--- src/rtl/seg7_word_capture_pkg.sv ---
// Shared seven-segment definitions: capture FSM states, glyph table and blank pattern.
// The SevenSeg encoder and the word-capture decoder both import this package.
package seg7_word_capture_pkg;

   typedef enum logic [1:0] {
      IDLE  = 2'd0,
      TRACK = 2'd1,
      HOLD  = 2'd2
   } cap_state_e;

   localparam logic [6:0] SEG_BLANK = 7'h7F;

   // Active-low patterns, bit0=a .. bit6=g; entry k is the glyph for nibble k.
   localparam logic [15:0][6:0] GLYPHS = {
      7'h0E, 7'h06, 7'h21, 7'h46, 7'h03, 7'h08, 7'h10, 7'h00,
      7'h78, 7'h02, 7'h12, 7'h19, 7'h30, 7'h24, 7'h79, 7'h40
   };

   function automatic logic is_onehot8(input logic [7:0] v);
      return (v != 8'd0) && ((v & (v - 8'd1)) == 8'd0);
   endfunction

endpackage

--- src/rtl/seg7_glyph_decode.sv ---
// Combinational glyph-to-nibble lookup; valid is low for any pattern not in the table.
module seg7_glyph_decode
   import seg7_word_capture_pkg::*;
(
   input  logic [6:0] pattern,
   output logic [3:0] nibble,
   output logic       valid
);

   always_comb begin
      nibble = 4'd0;
      valid  = 1'b0;
      for (int k = 0; k < 16; k++) begin
         if (pattern == GLYPHS[k]) begin
            nibble = 4'(k);
            valid  = 1'b1;
         end
      end
   end

endmodule

--- src/rtl/seg7_word_capture.sv ---
// Reassembles a 32-bit word from a multiplexed seven-segment scan by capturing each
// digit once it has been stable for STABLE_CYCLES samples.
//
// state | meaning
// IDLE  | disabled or just reset; counter and frame mask held clear
// TRACK | counting consecutive identical one-hot samples toward a capture
// HOLD  | digit captured; wait for the scan to move before tracking again
module seg7_word_capture
   import seg7_word_capture_pkg::*;
#(
   parameter int unsigned STABLE_CYCLES = 4
) (
   input  logic        clk,
   input  logic        rst_n,
   input  logic        en,
   input  logic [6:0]  seg_in,
   input  logic [7:0]  dig_sel,
   output logic [31:0] word_out,
   output logic        word_valid,
   output logic        err,
   output logic [7:0]  digit_mask
);

   localparam logic [3:0] STABLE = 4'(STABLE_CYCLES);

   cap_state_e  state_q;
   logic [3:0]  cnt_q, cnt_d;
   logic [6:0]  seg_q;
   logic [7:0]  sel_q;
   logic [31:0] shadow_q, shadow_d;
   logic [31:0] word_q;
   logic        valid_q, err_q;
   logic [7:0]  mask_q, mask_d;
   logic        pair_same, sel_onehot;
   logic [3:0]  glyph_nibble;
   logic        glyph_valid;

   seg7_glyph_decode u_decode (
      .pattern (seg_q),
      .nibble  (glyph_nibble),
      .valid   (glyph_valid)
   );

   assign pair_same  = (seg_in == seg_q) && (dig_sel == sel_q);
   assign sel_onehot = is_onehot8(sel_q);
   assign cnt_d      = (cnt_q == 4'hF) ? cnt_q : cnt_q + 4'd1;
   assign mask_d     = mask_q | sel_q;

   always_comb begin
      shadow_d = shadow_q;
      for (int i = 0; i < 8; i++) begin
         if (sel_q[i]) shadow_d[4*i +: 4] = glyph_nibble;
      end
   end

   always_ff @(posedge clk or negedge rst_n) begin
      if (!rst_n) begin
         state_q  <= IDLE;
         cnt_q    <= 4'd0;
         seg_q    <= SEG_BLANK;
         sel_q    <= 8'h00;
         shadow_q <= 32'h0;
         word_q   <= 32'h0;
         valid_q  <= 1'b0;
         err_q    <= 1'b0;
         mask_q   <= 8'h00;
      end else begin
         seg_q   <= seg_in;
         sel_q   <= dig_sel;
         valid_q <= 1'b0;
         err_q   <= 1'b0;
         if (!en) begin
            state_q <= IDLE;
            cnt_q   <= 4'd0;
            mask_q  <= 8'h00;
         end else begin
            case (state_q)
               IDLE: begin
                  state_q <= TRACK;
                  cnt_q   <= 4'd0;
                  mask_q  <= 8'h00;
               end
               TRACK: begin
                  if (pair_same && sel_onehot) begin
                     cnt_q <= cnt_d;
                     if (cnt_d == STABLE) begin
                        state_q <= HOLD;
                        if (glyph_valid) begin
                           shadow_q <= shadow_d;
                           // Completing the frame publishes the word including this nibble.
                           if (mask_d == 8'hFF) begin
                              word_q  <= shadow_d;
                              valid_q <= 1'b1;
                              mask_q  <= 8'h00;
                           end else begin
                              mask_q <= mask_d;
                           end
                        end else begin
                           err_q  <= 1'b1;
                           mask_q <= 8'h00;
                        end
                     end
                  end else begin
                     cnt_q <= 4'd0;
                  end
               end
               HOLD: begin
                  if (!pair_same) begin
                     state_q <= TRACK;
                     cnt_q   <= 4'd0;
                  end
               end
               default: state_q <= IDLE;
            endcase
         end
      end
   end

   assign word_out   = word_q;
   assign word_valid = valid_q;
   assign err        = err_q;
   assign digit_mask = mask_q;

endmodule

--- config.mk ---
export PLATFORM = sky130hd
export DESIGN_NAME = seg7_word_capture
export DESIGN_NICKNAME = d
export VERILOG_FILES = /design/src/rtl/seg7_word_capture_pkg.sv /design/src/rtl/seg7_glyph_decode.sv /design/src/rtl/seg7_word_capture.sv
export SDC_FILE = /design/constraint.sdc
export NUM_CORES = 1
export LEC_CHECK = 0
export CAP_MARGIN = 20
export CORE_ASPECT_RATIO = 0.75
export CORE_MARGIN = 10
export CORE_UTILIZATION = 50
export DETAILED_ROUTE_END_ITERATION = 16
export GPL_TIMING_DRIVEN = 0
export HOLD_SLACK_MARGIN = 0.1
export PLACE_DENSITY_LB_ADDON = 0.12
export REMOVE_ABC_BUFFERS = 1
export SETUP_SLACK_MARGIN = 0.2
export SKIP_LAST_GASP = 1
export SYNTH_ARGS = -nofsm -noshare
export SYNTH_HDL_FRONTEND = slang
export SYNTH_SLANG_ARGS = --single-unit
--- constraint.sdc ---
create_clock -name clk -period 3.42 [get_ports clk]
set_clock_uncertainty 0.2 [all_clocks]
set_input_delay 1.026 -clock clk [delete_from_list [all_inputs] [get_ports clk]]
set_output_delay 1.026 -clock clk [all_outputs]
set_load 0.005 [all_outputs]
Word level (Yosys, flattened, before mapping)
Cells that the tools add are included.
{"block": "op_classes", "div_mod_pow": 0, "order_cmp": 0, "bitwise_logic": 2, "multipliers": 0, "n_mux": 66, "eq_ne": 27, "add_sub_neg": 2, "n_reduce_logical": 12, "n_shift": 0}
{"operator": "4-bit two-way mux", "n": 20}
{"operator": "8-bit two-way mux", "n": 5}
{"operator": "7-bit == test (second input constant)", "n": 4}
{"operator": "1-bit two-way mux", "n": 28}
{"operator": "7-bit by 5-bit == test with 1-bit output (second input constant)", "n": 3}
{"operator": "7-bit by 6-bit == test with 1-bit output (second input constant)", "n": 3}
{"operator": "8-bit one-hot mux with 2 select lines", "n": 1}
{"operator": "7-bit by 2-bit == test with 1-bit output (second input constant)", "n": 2}
{"operator": "7-bit by 4-bit == test with 1-bit output (second input constant)", "n": 2}
{"operator": "2-bit two-way mux", "n": 6}
{"operator": "3-bit two-way mux", "n": 4}
{"operator": "4-bit one-hot mux with 3 select lines", "n": 1}
{"operator": "3-bit != test (second input constant)", "n": 3}
{"operator": "8-bit bitwise AND", "n": 1}
{"operator": "8-bit == test", "n": 1}
{"operator": "8-bit == test (second input constant)", "n": 1}
{"operator": "8-bit logical NOT", "n": 1}
{"operator": "8-bit OR", "n": 1}
{"operator": "8-bit nonzero test", "n": 1}
{"operator": "8-bit by 1-bit subtractor with 8-bit output (second input constant)", "n": 1}
{"operator": "7-bit by 3-bit == test with 1-bit output (second input constant)", "n": 1}
{"operator": "7-bit == test", "n": 1}
{"operator": "7-bit logical NOT", "n": 1}
{"operator": "2-bit one-hot mux with 3 select lines", "n": 1}
{"operator": "other kinds (13)", "n": 16}
{"block": "totals", "n_memories": 0, "latch_bits": 0, "elab_cells": 118, "rom_bits": 0, "reg_bits": 95, "mem_bits_rw": 0}

Depth between registers and ports, before layout
{"block": "logic_depth", "ltp_word": 22, "depth_mapped": 8}

By module
From an unflattened synthesis, not the netlist that was laid out.
{"block": "unflattened", "hier_cells": 429, "hier_area_um2": 4639.4}
{"module": "seg7_word_capture", "cells_per_inst": 374, "seq_area_each_um2": 2386.0, "instances": 1, "area_each_um2": 4310.4}
{"module": "seg7_glyph_decode", "cells_per_inst": 55, "seq_area_each_um2": 0.0, "instances": 1, "area_each_um2": 329.1}

Worst setup path after synthesis
OpenSTA, ideal clock, no wires.
{"block": "synth_path", "kind": "input -> register", "from": "in seg_in[6]", "to": "reg shadow_q[8]", "path_buffers": 1, "stages": 7, "setup_ns": 0.128, "slack_ns": 0.476, "required_time_ns": 3.092, "t_arrival_ns": 2.617, "path_cell_list": "xnor2_1 -> nand4_1 -> or2_2 -> nor4_4 -> buf_4 -> nand3_2 -> mux2_1"}
{"block": "synth_via", "elab_chain_len": 4}
{"element": "start: declaration", "line_no": "seg7_word_capture.sv:16", "rtl": "input logic [6:0] seg_in,"}
{"element": "7-bit == test", "line_no": "seg7_word_capture.sv:44", "rtl": "assign pair_same = (seg_in == seg_q) && (dig_sel == sel_q);"}
{"element": "1-bit logical AND", "line_no": "seg7_word_capture.sv:44"}
{"element": "1-bit logical AND", "line_no": "seg7_word_capture.sv:84", "rtl": "if (pair_same && sel_onehot) begin"}
{"element": "5-bit AND reduction (no line)"}
{"element": "end signal: assignment", "line_no": "seg7_word_capture.sv:89", "rtl": "shadow_q <= shadow_d;"}
{"element": "end: declaration", "line_no": "seg7_word_capture.sv:30", "rtl": "logic [31:0] shadow_q, shadow_d;"}
Every way passes these cells.
A chain may end at the register's enable or synchronous reset.

Final worst setup path
{"block": "layout_path", "from": "reg sel_q[3]", "to": "reg word_q[7], in the netlist word_out[7]"}
{"block": "layout_via", "elab_chain_len": 6, "word_cells_on_any_way": 11, "classes_between": "add/sub (1); eq/ne (2); bitwise (2); reduce/logical (6)"}
{"element": "start: declaration", "line_no": "seg7_word_capture.sv:29", "rtl": "logic [7:0] sel_q;"}
{"element": "start signal: assignment", "line_no": "seg7_word_capture.sv:69", "rtl": "sel_q <= dig_sel;"}
{"element": "8-bit by 1-bit subtractor with 8-bit output", "line_no": "seg7_word_capture_pkg.sv:20", "rtl": "return (v != 8'd0) && ((v & (v - 8'd1)) == 8'd0);"}
{"element": "8-bit bitwise AND", "line_no": "seg7_word_capture_pkg.sv:20"}
{"element": "8-bit logical NOT", "line_no": "seg7_word_capture_pkg.sv:20"}
{"element": "1-bit logical AND", "line_no": "seg7_word_capture_pkg.sv:20"}
{"element": "1-bit logical AND", "line_no": "seg7_word_capture.sv:84"}
{"element": "6-bit AND reduction (no line) (*)"}
{"element": "end signal: assignment", "line_no": "seg7_word_capture.sv:92", "rtl": "word_q <= shadow_d;"}
{"element": "end: declaration", "line_no": "seg7_word_capture.sv:31", "rtl": "logic [31:0] word_q;"}
Every way passes the cells marked *; elsewhere a longest branch is shown, timed or not.

==> qor.log <==
qor: timing.maxSlewHeadroom 0.424
qor: timing.grt_setup_unrepaired false
qor: die.die_width 132 um
qor: yosys.post_synth_instance_area 0.00473 mm^2
qor: yosys.synthAdderAreaFrac 0.0106
qor: critical_path.timing.critical_path.slowest_stage_cell dfrtp_4
qor: clock_network.clk_path_buf_depth 2
qor: timing.report.final.hold_viol_count 0
qor: grt.globalRouteTotalUtil 0.168
qor: critical_path.critPathRequiredTime 3.44 ns
qor: final_layout.layout-drive-gt1-share 0.273
qor: power_and_ir_drop.power_per_cell_area 402 mW/mm^2
qor: yosys.post_synthesis_share_of_cell_area_spent_on_and_or_nand_and_nor_gates 0.135
qor: yosys.synth.most_common_cell dfrtp_1
qor: critical_path.timing.critical_path.slowest_cell_delay 0.56 ns
qor: die.initial_utilization 0.518
qor: timing.timing.fmax 0.314 GHz
qor: grt.grt_pass1_wl 18900 um
qor: timing.worstMarginPinSlew 0.856 ns
qor: yosys.synth-seq-area-share 0.505
qor: critical_path.criticalPathCategory reg2reg
qor: final_layout.instances_no_fill 633
qor: clock_network.cts.htree.levels 3
qor: grt.grt_pass1_vias 3525
qor: yosys.synth.yosys.warnings 0
qor: die.dieHeight 104 um
qor: outcome.status completed
qor: route.drc_violation_total_after_the_first_tritonroute_iteration 438
qor: die.core 0.00912 mm^2
qor: critical_path.cp_cell_sequence a2111oi_1, nor3_1, or4_4, nor4_4, buf_4, nand3_4, buf_12, mux2_1
qor: timing.report.final.slew_viol_count 0
qor: worst_hold_path.hold_class reg2reg
qor: critical_path.crit_path_start_kind register
qor: critical_path.critical_path_capture_point_type register
qor: placement.numPlacedInstances 591
qor: critical_path.cp-startpoint sel_q[3]
qor: timing.finalSetupViolations 0
qor: yosys.prevailing_post_synth_register_cell dfrtp_1
qor: clock_network.worst_skew_pair_later_pin_latency 0.34 ns
qor: yosys.postSynthCellCount 431
qor: die.num_io_pins 60
qor: critical_path.worst-endpoint-arrival 3.20 ns
qor: yosys.synthTopCellsByArea dfrtp_1 47%, mux2_2 11%, a21oi_1 4.9%, mux2_1 4.0%, dfstp_2 3.9%
qor: placement.gp_routability_congestion 0.835
qor: route.drt_drc_violations_left 0
qor: grt.largest_net_degree_at_the_start_of_global_routing 63
qor: final_layout.final.fill_count 717
qor: timing.period_needed 3.19 ns
qor: clock_network.ctsHoldBuffers 0
qor: yosys.synth-edff-count 0
qor: placement.detailed_place.area 0.00539 mm^2
qor: yosys.synth_top_family_by_area multiplexers
qor: yosys.post_synth_top_cells 88 x dfrtp_1, 48 x mux2_2, 46 x a21oi_1, 37 x nor2_1, 18 x clkbuf_1
qor: yosys.avgSynthCellArea 11.0 um^2
qor: yosys.synth.top_cell.area_share 0.466
qor: grt.overflow 0
qor: critical_path.worstReg2RegStart sel_q[3]
qor: critical_path.worst_path_max_fanout 12
qor: yosys.synth_xor_xnor_area_share 0.0333
qor: clock_network.cts_sinks 95
qor: route.vias 3592
qor: placement.io_buffers 59
qor: final_layout.insertedDiodeCount 0
qor: clock_network.cts_root_buffer clkbuf_16
qor: run.cap_violations 0
qor: clock_network.clock_tree_from_tritoncts built
qor: final_layout.nNetsFinal 523
qor: die.core.rowCount 30
qor: final_layout.finish.instance_area 0.00608 mm^2
qor: yosys.yosys.cell_types.count 55
qor: power_and_ir_drop.leakage_power 2.85 nW
qor: yosys.synthMuxAreaShare 0.157
qor: route.count_of_antenna_violating_nets_left_after_detailed_routing 0
qor: worst_hold_path.hold_path_startpoint word_out[8]
qor: clock_network.path_clk_slew 0.06 ns
qor: yosys.synthArstFlopShare 1.00
qor: route.postRouteWirelength 12000 um
qor: route.avgViaCountPerCell 5.67
qor: final_layout.area_growth 28.6%
qor: route.drt_pass1_iterations 5
qor: timing.finalCritPeriodShare 0.931
qor: yosys.synth_top_cell_by_area dfrtp_1
qor: die.dieArea 0.0138 mm^2
qor: clock_network.cts-buffers-inserted 9
qor: final_layout.final_util 0.667
qor: grt.antenna_found_initial 0
qor: yosys.fraction_of_the_mapped_netlist_area_in_compound_gates 0.122
qor: route.per_cell_routed_wire_length 18.9 um
qor: placement.hpwlAfterDp 7400 um
qor: yosys.synth.ff_latch_count 95
qor: power_and_ir_drop.irDropWorstVdd 0.375 mV
-- worst paths after layout --
| path | to | slack [ns] | cells after the start |
|---|---|---|---|
| max | word_out[7] | 0.23 | 8 |
| min | word_out[8] | 0.29 | 1 |
| max reg2reg | word_out[7] | 0.23 | 8 |
| min reg2reg | word_out[8] | 0.29 | 1 |
| max in group asynchronous | seg_q[0] | 1.92 | 2 |
| min in group asynchronous | sel_q[3] | 0.44 | 1 |
-- registers in the layout, indices dropped and copies added, names as in the netlist --
| name | flops |
|---|---|
| cnt_q | 4 |
| digit_mask | 8 |
| err | 1 |
| seg_q | 7 |
| sel_q | 8 |
| shadow_q | 32 |
| state_q | 2 |
| word_out | 32 |
| word_valid | 1 |
-- placed cells by master (no fill, tap or decap), drive strengths merged, types with 14 or more instances in the layout --
master	n
a21oi	46
inv	15
nand3	17
nor2	37
mux2	65
xnor2	17
dlymetal6s2s	14
buf	26
clkdlybuf4s50	43
dfrtp	88
-- layout make-up --
class / instances / area [um^2] / share of cell area
multi-input combinational: 294 / 2300 / 0.378
clock buffer: 12 / 256 / 0.0422
sequential: 95 / 2400 / 0.394
tap: 128 / 160 / 0.0263
clock inverter: 3 / 18.8 / 0.00309
inverter: 16 / 60.1 / 0.00988
timing repair buffer: 85 / 891 / 0.147
-- worst max-delay path, delay by kind of cell (launching register included) --
family                 cells  cell delay, ns
flip-flops                 1            0.56
multiplexers               1            0.31
AO/OA/AOI/OAI              1            0.49
buffers and inverters      2            0.40
AND/OR/NAND/NOR            4            1.08
-- cell families (layout without fill, tap and decap cells) --
family | Yosys count | count (layout)
buffers and inverters | 44 | 116
AOI/OAI and AO/OA | 91 | 91
xor gates and xnor gates | 18 | 18
and+or+nand+nor | 113 | 115
adders and majority gates | 4 | 4
muxes | 66 | 66
DFF | 95 | 95
-- routing by layer --
layer  track usage  vias up  share of wire
met2         0.260      123           0.46
met5             0        -              0
li1              -     1679              -
met3        0.0458       19          0.066
met4        0.0423        0          0.016
met1         0.228     1771           0.46
-- metrics by stage --
stage	TNS (ns)	setup slack, ns	hold WS, ns	total power, W
finish	0	0.234	0.286	0.00245
global route	0	0.130	0.312	0.00254
CTS	0	0.164	0.294	0.00244
detailed placement	-71.10	-1.55	0.281	0.00148
global placement	-292.26	-2.41	0.272	0.00147
floorplan	-8.71	-0.292	0.265	0.00135
-- repair_timing --
item,4_1_cts,5_1_grt
resized for setup,11,38
pin swaps,4,11
buffers inserted,12,11
endpoints found under the setup margin,76,72
cloned,2,1
-- power by group --
part,internal [W],switching [W]
Sequential,0.00116,0.0000580
Clock,0.000528,0.000413
Combinational,0.000141,0.000150
Total,0.00182,0.000622
No activity file was read; power rests on OpenSTA's default activity.
